File: config.mk
export PLATFORM = sky130hd
export DESIGN_NAME = hazard_ctrl_pipe
export DESIGN_NICKNAME = d
export VERILOG_FILES = /design/src/rtl/hazard_ctrl_pipe.sv
export SDC_FILE = /design/constraint.sdc
export NUM_CORES = 1
export LEC_CHECK = 0
export CAP_MARGIN = 20
export CORE_MARGIN = 4
export CORE_UTILIZATION = 45
export DETAILED_ROUTE_END_ITERATION = 16
export PLACE_DENSITY = 0.89
export SYNTH_ARGS = -nofsm -noshare
export SYNTH_HDL_FRONTEND = slang
export SYNTH_SLANG_ARGS = --single-unit
File: constraint.sdc
create_clock -name clk -period 4.8 [get_ports clk]
set_input_delay 1.2 -clock clk [delete_from_list [all_inputs] [get_ports clk]]
set_output_delay 1.2 -clock clk [all_outputs]
set_load 0.03 [all_outputs]
File: src/rtl/hazard_ctrl_pipe.sv
// Pipeline control registers (D->E->M->W) with load-use / RAW hazard detection and operand forwarding.
// Build option: define HAZARD_FORWARD_EN to enable forwarding; otherwise hazards are resolved by stalling.
module hazard_ctrl_pipe #(
    parameter int STALL_CNT_W = 16
) (
    input  logic                   clk,
    input  logic                   rst,
    input  logic                   Regfile_weD,
    input  logic                   DataMem_weD,
    input  logic                   aluSrc1_muxD,
    input  logic                   aluSrc2_muxD,
    input  logic [3:0]             aluOpD,
    input  logic [1:0]             regSrc_muxD,
    input  logic [1:0]             regDst_muxD,
    input  logic [4:0]             rsD,
    input  logic [4:0]             rtD,
    input  logic [4:0]             rdD,
    input  logic                   flushD,
    output logic                   Regfile_weE,
    output logic                   DataMem_weE,
    output logic [3:0]             aluOpE,
    output logic                   aluSrc1_muxE,
    output logic                   aluSrc2_muxE,
    output logic [1:0]             regSrc_muxE,
    output logic [4:0]             rsE,
    output logic [4:0]             rtE,
    output logic [4:0]             writeRegE,
    output logic                   Regfile_weM,
    output logic                   DataMem_weM,
    output logic [1:0]             regSrc_muxM,
    output logic [4:0]             writeRegM,
    output logic                   Regfile_weW,
    output logic [1:0]             regSrc_muxW,
    output logic [4:0]             writeRegW,
    output logic                   stallF,
    output logic                   stallD,
    output logic [1:0]             forwardA,
    output logic [1:0]             forwardB,
    output logic [STALL_CNT_W-1:0] stall_cnt
);

    logic [4:0] write_reg_d;
    logic       stall;
    logic       bubble_e;

    // True when a stage writing register dst feeds either D source; $0 never counts.
    function automatic logic reg_hit(input logic we, input logic [4:0] dst,
                                     input logic [4:0] src_a, input logic [4:0] src_b);
        return we && (dst != 5'd0) && ((dst == src_a) || (dst == src_b));
    endfunction

    function automatic logic [STALL_CNT_W-1:0] sat_inc(input logic [STALL_CNT_W-1:0] v);
        logic [STALL_CNT_W-1:0] one;
        one = '0;
        one[0] = 1'b1;
        return (&v) ? v : v + one;
    endfunction

`ifdef HAZARD_FORWARD_EN
    // M is the younger producer, so it wins over W.
    function automatic logic [1:0] fwd_sel(input logic [4:0] src,
                                           input logic we_m, input logic [4:0] wr_m,
                                           input logic we_w, input logic [4:0] wr_w);
        if (we_m && (wr_m != 5'd0) && (wr_m == src))
            return 2'b10;
        else if (we_w && (wr_w != 5'd0) && (wr_w == src))
            return 2'b01;
        else
            return 2'b00;
    endfunction
`endif

    always_comb begin
        write_reg_d = 5'd0;
        case (regDst_muxD)
            2'b01:   write_reg_d = rtD;
            2'b10:   write_reg_d = rdD;
            default: write_reg_d = 5'd0;
        endcase
    end

    always_comb begin
        stall    = 1'b0;
        forwardA = 2'b00;
        forwardB = 2'b00;
`ifdef HAZARD_FORWARD_EN
        stall    = reg_hit(Regfile_weE && (regSrc_muxE == 2'b10), writeRegE, rsD, rtD);
        forwardA = fwd_sel(rsE, Regfile_weM, writeRegM, Regfile_weW, writeRegW);
        forwardB = fwd_sel(rtE, Regfile_weM, writeRegM, Regfile_weW, writeRegW);
`else
        // Without forwarding, wait until the producer has reached W (write-before-read regfile).
        stall    = reg_hit(Regfile_weE, writeRegE, rsD, rtD) |
                   reg_hit(Regfile_weM, writeRegM, rsD, rtD);
`endif
    end

    assign stallF   = stall;
    assign stallD   = stall;
    assign bubble_e = stall | flushD;

    // D -> E boundary
    always_ff @(posedge clk or negedge rst) begin
        if (!rst) begin
            Regfile_weE  <= 1'b0;
            DataMem_weE  <= 1'b0;
            aluOpE       <= 4'd0;
            aluSrc1_muxE <= 1'b0;
            aluSrc2_muxE <= 1'b0;
            regSrc_muxE  <= 2'b00;
            rsE          <= 5'd0;
            rtE          <= 5'd0;
            writeRegE    <= 5'd0;
        end else if (bubble_e) begin
            Regfile_weE  <= 1'b0;
            DataMem_weE  <= 1'b0;
            aluOpE       <= 4'd0;
            aluSrc1_muxE <= 1'b0;
            aluSrc2_muxE <= 1'b0;
            regSrc_muxE  <= 2'b00;
            rsE          <= 5'd0;
            rtE          <= 5'd0;
            writeRegE    <= 5'd0;
        end else begin
            Regfile_weE  <= Regfile_weD;
            DataMem_weE  <= DataMem_weD;
            aluOpE       <= aluOpD;
            aluSrc1_muxE <= aluSrc1_muxD;
            aluSrc2_muxE <= aluSrc2_muxD;
            regSrc_muxE  <= regSrc_muxD;
            rsE          <= rsD;
            rtE          <= rtD;
            writeRegE    <= write_reg_d;
        end
    end

    // E -> M boundary
    always_ff @(posedge clk or negedge rst) begin
        if (!rst) begin
            Regfile_weM <= 1'b0;
            DataMem_weM <= 1'b0;
            regSrc_muxM <= 2'b00;
            writeRegM   <= 5'd0;
        end else begin
            Regfile_weM <= Regfile_weE;
            DataMem_weM <= DataMem_weE;
            regSrc_muxM <= regSrc_muxE;
            writeRegM   <= writeRegE;
        end
    end

    // M -> W boundary
    always_ff @(posedge clk or negedge rst) begin
        if (!rst) begin
            Regfile_weW <= 1'b0;
            regSrc_muxW <= 2'b00;
            writeRegW   <= 5'd0;
        end else begin
            Regfile_weW <= Regfile_weM;
            regSrc_muxW <= regSrc_muxM;
            writeRegW   <= writeRegM;
        end
    end

    always_ff @(posedge clk or negedge rst) begin
        if (!rst)
            stall_cnt <= '0;
        else if (stall)
            stall_cnt <= sat_inc(stall_cnt);
    end

endmodule
==> results of run 1 <==
==> flip-flops by register name (all words and copies together), names as in the netlist, 4 cells and up <==
signal     flops
aluOpE         4
rtE            5
writeRegE      5
writeRegM      5
rsE            5
writeRegW      5
stall_cnt     16
==> cell usage in the layout, fill, tap and decap left out, types with 2 or more instances in the layout <==
| master | instances |
|---|---|
| clkdlybuf4s50_1 | 86 |
| dfrtp_1 | 58 |
| and2_1 | 21 |
| xor2_1 | 20 |
| xnor2_1 | 15 |
| nor2_1 | 13 |
| clkbuf_8 | 11 |
| a22oi_1 | 7 |
| nand2_1 | 7 |
| nand3_1 | 7 |
| nand4_1 | 7 |
| and3_1 | 6 |
| buf_4 | 5 |
| nor3_1 | 4 |
| conb_1 | 4 |
| inv_1 | 3 |
| ha_1 | 3 |
| clkinv_2 | 3 |
| or4_1 | 2 |
==> metal layers <==
metal / GRT usage (%) / up-vias / wire [um]
met1: 20.23 / 886 / 2107
li1: - / 826 / -
met2: 32.53 / 82 / 2799
met4: 8.446 / 0 / 131
met3: 5.717 / 14 / 453
met5: 0 / - / 0
==> layout make-up <==
type | count | area [sq um] | share of cell area (%)
sequential | 58 | 1451 | 41.86
timing repair buffer | 92 | 903.4 | 26.06
multi-input combinational | 124 | 843.3 | 24.32
clock buffer | 12 | 155.1 | 4.475
tap | 70 | 87.58 | 2.526
clock inverter | 3 | 15.01 | 0.4331
inverter | 3 | 11.26 | 0.3248
==> logic make-up (layout without fill, tap and decap cells) <==
family                     count (synthesis)  in the layout  share of synthesized area (%)
and+or+nand+nor                           70             70                          16.40
DFF                                       58             58                          61.77
xor gates and xnor gates                  35             35                          13.05
AOI/OAI and AO/OA                         11             11                          3.727
buffers and inverters                     11            110                          2.822
adders and majority gates                  3              3                          1.598
other                                      1              4                         0.1596
muxes                                      1              1                         0.4792
==> report_power, final <==
group          total, mW  internal [mW]  switching (mW)
Combinational      0.177         0.0806          0.0968
Clock              0.386          0.210           0.177
Sequential         0.529          0.511          0.0175
Total               1.09          0.802           0.291
==> critical path, delay by kind of cell <==
kind | cells | cell delay (ns)
AOI/OAI and AO/OA | 2 | 0.50
xor gates and xnor gates | 1 | 0.18
buffers and inverters | 2 | 0.74
and+or+nand+nor | 1 | 0.20
==> path summary, 6_finish.rpt <==
check                                               from                       end  depth (start not counted)
worst max-delay path                              rtD[3]                    stallD                          6
worst min-delay path            regSrc_muxE[0]$_DFF_PN0_  regSrc_muxM[0]$_DFF_PN0_                          0
worst max register to register    writeRegM[1]$_DFF_PN0_          rtE[3]$_DFF_PN0_                          7
worst min register to register  regSrc_muxE[0]$_DFF_PN0_  regSrc_muxM[0]$_DFF_PN0_                          0
max in group asynchronous                            rst    writeRegE[0]$_DFF_PN0_                          2
min in group asynchronous                            rst  regSrc_muxW[0]$_DFF_PN0_                          2
==> through the flow <==
step	hold WS [ns]	util, %	std cells	power, mW
floorplan	0.5657	-	193	0.6239
global placement	0.3563	64.82	346	0.7110
detailed placement	0.3617	64.82	346	0.7160
CTS	0.3755	68.17	361	1.102
global route	0.3932	68.32	362	1.149
finish	0.3709	68.32	362	1.092
==> reports/qor.yml, run 1 <==
coreArea_sq_mm: 0.005075
maxCapViolCount: 0
synth.area.top_cells: "dfrtp_1 (62%), xor2_1 (7.5%), and2_1 (5.6%), xnor2_1 (5.6%), a22oi_1 (2.2%)"
ys_seq_area_share_pct: 61.77
post-route-min-period_ns: 4.022
ys_warn_count: 0
yosysTopAreaCellShare_pct: 61.77
synth-edff-count: 0
dieArea_sq_mm: 0.006442
grt_usage_pct: 18.48
firstDrtPassIters: 4
htreeDepth: 3
drive_above_1_share_pct: 8.219
fin_ws_ns: 0.7776
async_flop_share_pct: 100.0
ir_worst_vdd_mv: 0.2393
drc: 0
hpwl_mm: 4.153
worst_hold_path_type: "reg -> reg"
setup_viol: 0
post-cts-setup-buffer-count: 0
grt_max_degree: 59
start_kind: "input pin"
start_util_pct: 46.30
grt_overflow: 0
final.period_utilization_pct: 83.80
synth.avg_cell_area_sq_um: 12.37
worstPathArrival_ns: 2.82
cts_made_buffers: 9
crit_path_end_kind: "output pin"
crit_required_ns: 3.60
gp_congestion: 0.8307
crit_type: "in -> out"
insertion_delay_ns: 0.33
grt_pass1_vias: 1868
yosys_register_bits: 58
p_per_area_mw_per_mm2: 315.1
pin_count: 94
fin_nets: 321
slowest_stage: "clkdlybuf4s50_1"
diodes: 0
slew_headroom_pct: 53.50
maxSlewViolCount: 0
first_iter_violations: 62
yosysMostFrequentCell: "dfrtp_1"
ys_types: 25
pre_cts_ws_ns: 0.7771
antenna_found_initial: 0
avgViaCountPerCell: 4.994
fmax_mhz: 248.6
synthTopCellsByCount: "dfrtp_1 (58), and2_1 (21), xor2_1 (20), xnor2_1 (15), nor2_1 (13)"
slowest_delay_ns: 0.50
place_area_sq_mm: 0.003289
clkSinkCount: 58
path_max_fanout: 7
cts_tree: "done"
reg2reg_setup_slack_ns: 2.47
hold_viol: 0
grt_pass1_wl_mm: 8.907
cts_root_buffer: "clkbuf_8"
status: "finished, final reports clean"
avgRoutedWirePerCell_um: 15.17
rsz0062_at_grt: "false"
worst_pin_slew_ns: 0.6975
postSynthCellCount: 190
fin_setup_tns_ns: 0
syn-cell-area_sq_mm: 0.002350
hold_buffers: 0
die_w_um: 80.26
leakagePower_nw: 1.578
synth_top_area_cell: "dfrtp_1"
yosys_most_used_dff: "dfrtp_1"
portBuffers: 89
cts_resized: 0
die_h_um: 80.26
skew_ns: 0.005458
nFillCells: 407
clk_pin_slew_ns: 0.06
drt-total-wl_mm: 5.492
postRouteAntennaNets: 0
via_count: 1808
fin_area_sq_mm: 0.003467
cp_cell_sequence: "clkdlybuf4s50_1 > xor2_1 > nor3_1 > a22oi_1 > o22ai_2 > buf_4"
row_count: 26
cts_buffer_depth: 2
syn_to_final_growth_pct: 47.55
(Power assumes the default switching activity.)
==> run 2: changes to the inputs <==
Settings changed: CORE_UTILIZATION 45 to 43, PLACE_DENSITY 0.89 to 0.86.
Clock period 4.8 ns to 4.15 ns, I/O delays scaled along.
==> run 2 against run 1 <==
Compared with the run above: non-clock buffer count stayed put; hold slack is essentially flat; largest power group unchanged; power increased by 13%; critical endpoint is now stallF; critical path depth is the same; via count fell by 6.5%; utilization is 2.0 points lower; wire length decreased by 5.9%; largest cell class unchanged.
==> reports/qor.yml, run 2 (synthesis gave the netlist of run 1 again) <==
status: "finished, final reports clean"
firstDrtPassIters: 4
grt_usage_pct: 17.28
maxSlewViolCount: 0
maxCapViolCount: 0
htreeDepth: 3
final.hold.worst_slack_ns: 0.3714
die_w_um: 81.92
drive_above_1_share_pct: 6.873
slew_headroom_pct: 51.38
crit_path_end_kind: "output pin"
final_cell_mix: "clkdlybuf4s50_1 (86), dfrtp_1 (58), and2_1 (21)"
largest_reg_flops: 16
grt_pass1_wl_mm: 8.514
skew_ns: 0.007650
fin_util_pct: 66.27
path_delay_family: "buffers and inverters"
drt-total-wl_mm: 5.169
clockPowerShare_pct: 34.0
grt_pass1_vias: 1738
coreArea_sq_mm: 0.005205
nFillCells: 426
rsz0062_at_grt: "false"
worstPathArrival_ns: 2.84
die_h_um: 81.92
ir_worst_vdd_mv: 0.2472
comb_power_share_pct: 16.6
syn_to_final_growth_pct: 46.81
drc: 0
cts_made_buffers: 9
hold_buffers: 0
path_max_fanout: 13
start_kind: "input pin"
cts_buffer_depth: 2
power_frac_seq_pct: 49.4
fin_ws_ns: 0.2745
worst_hold_path_type: "reg -> reg"
diodes: 0
grt_max_degree: 34
worst_pin_slew_ns: 0.7293
post-cts-setup-buffer-count: 0
fin_setup_tns_ns: 0
cp_cell_sequence: "clkdlybuf4s50_1 > xor2_1 > nor3_1 > a22oi_1 > o22ai_2 > buf_4"
setup_viol: 0
row_count: 26
path_buf_inv: 2
crit_required_ns: 3.11
hpwl_mm: 3.913
leakagePower_nw: 1.562
final_common_cell: "clkdlybuf4s50_1"
insertion_delay_ns: 0.32
cts_tree: "done"
p_sw_share_pct: 26.14
final.period_utilization_pct: 93.38
clk_pin_slew_ns: 0.06
cts_root_buffer: "clkbuf_8"
fin_nets: 321
slowest_stage: "clkdlybuf4s50_1"
via_count: 1690
post-route-min-period_ns: 3.875
start_util_pct: 45.14
switchingPower_mw: 0.3229
slowest_delay_ns: 0.50
p_per_area_mw_per_mm2: 358.1
postRouteAntennaNets: 0
portBuffers: 89
hold_viol: 0
avgRoutedWirePerCell_um: 14.32
regMostFlops: "stall_cnt"
pin_count: 94
crit_type: "in -> out"
cts_resized: 0
p_int_mw: 0.9125
grt_overflow: 0
avgViaCountPerCell: 4.681
dieArea_sq_mm: 0.006711
pre_cts_ws_ns: 0.3028
antenna_found_initial: 0
gp_congestion: 0.8874
first_iter_violations: 47
fmax_mhz: 258.0
clkSinkCount: 58
run 2: cell count changes in the layout (fill, tap and decap cells not counted):
cell,change
clkbuf_8,-1
clkinv_2,-3
clkbuf_1,+3
run 2: worst paths after layout:
kind / start / endpoint / slack, ns / depth (start not counted)
setup / recovery: rtD[3] / stallF / 0.27 / 6
hold / removal: regSrc_muxE[1]$_DFF_PN0_ / regSrc_muxM[1]$_DFF_PN0_ / 0.37 / 0
setup reg to reg: writeRegE[3]$_DFF_PN0_ / rtE[3]$_DFF_PN0_ / 1.90 / 8
hold reg to reg: regSrc_muxE[1]$_DFF_PN0_ / regSrc_muxM[1]$_DFF_PN0_ / 0.37 / 0
max in group asynchronous: rst / writeRegW[3]$_DFF_PN0_ / 2.58 / 2
min in group asynchronous: rst / writeRegM[0]$_DFF_PN0_ / 0.77 / 1
run 2: through the flow:
step | cell area [sq um] | std cells | power (mW)
floorplan | 2361 | 193 | 0.7216
global placement | 3297 | 347 | 0.8239
detailed placement | 3297 | 347 | 0.8269
CTS | 3450 | 361 | 1.249
global route | 3450 | 361 | 1.298
finish | 3450 | 361 | 1.235
run 2: metal layers:
metal | GRT usage, % | part of all wire, % | up-vias
met2 | 27.46 | 48 | 67
met1 | 21.20 | 44 | 790
met3 | 6.798 | 6.9 | 8
li1 | - | - | 825
met5 | 0 | 0 | -
met4 | 6.478 | 1.6 | 0
run 2: cell type report:
cell class                      instances  area, sq um  share of cell area [%]
Tap cell                               70        87.58                   2.539
Sequential cell                        58         1451                   42.07
Clock buffer                           14        152.6                   4.425
Inverter                                3        11.26                  0.3264
Timing Repair Buffer                   92        903.4                   26.19
Multi-Input combinational cell        124        843.3                   24.45
run 2: power groups by stage:
stage | registers, mW | logic (mW) | clock network (mW)
after detailed placement | 0.620 | 0.206 | 0
after global placement | 0.620 | 0.204 | 0
after floorplan | 0.672 | 0.0500 | 0
after CTS | 0.611 | 0.207 | 0.432
final | 0.610 | 0.205 | 0.421
after global routing | 0.613 | 0.221 | 0.464
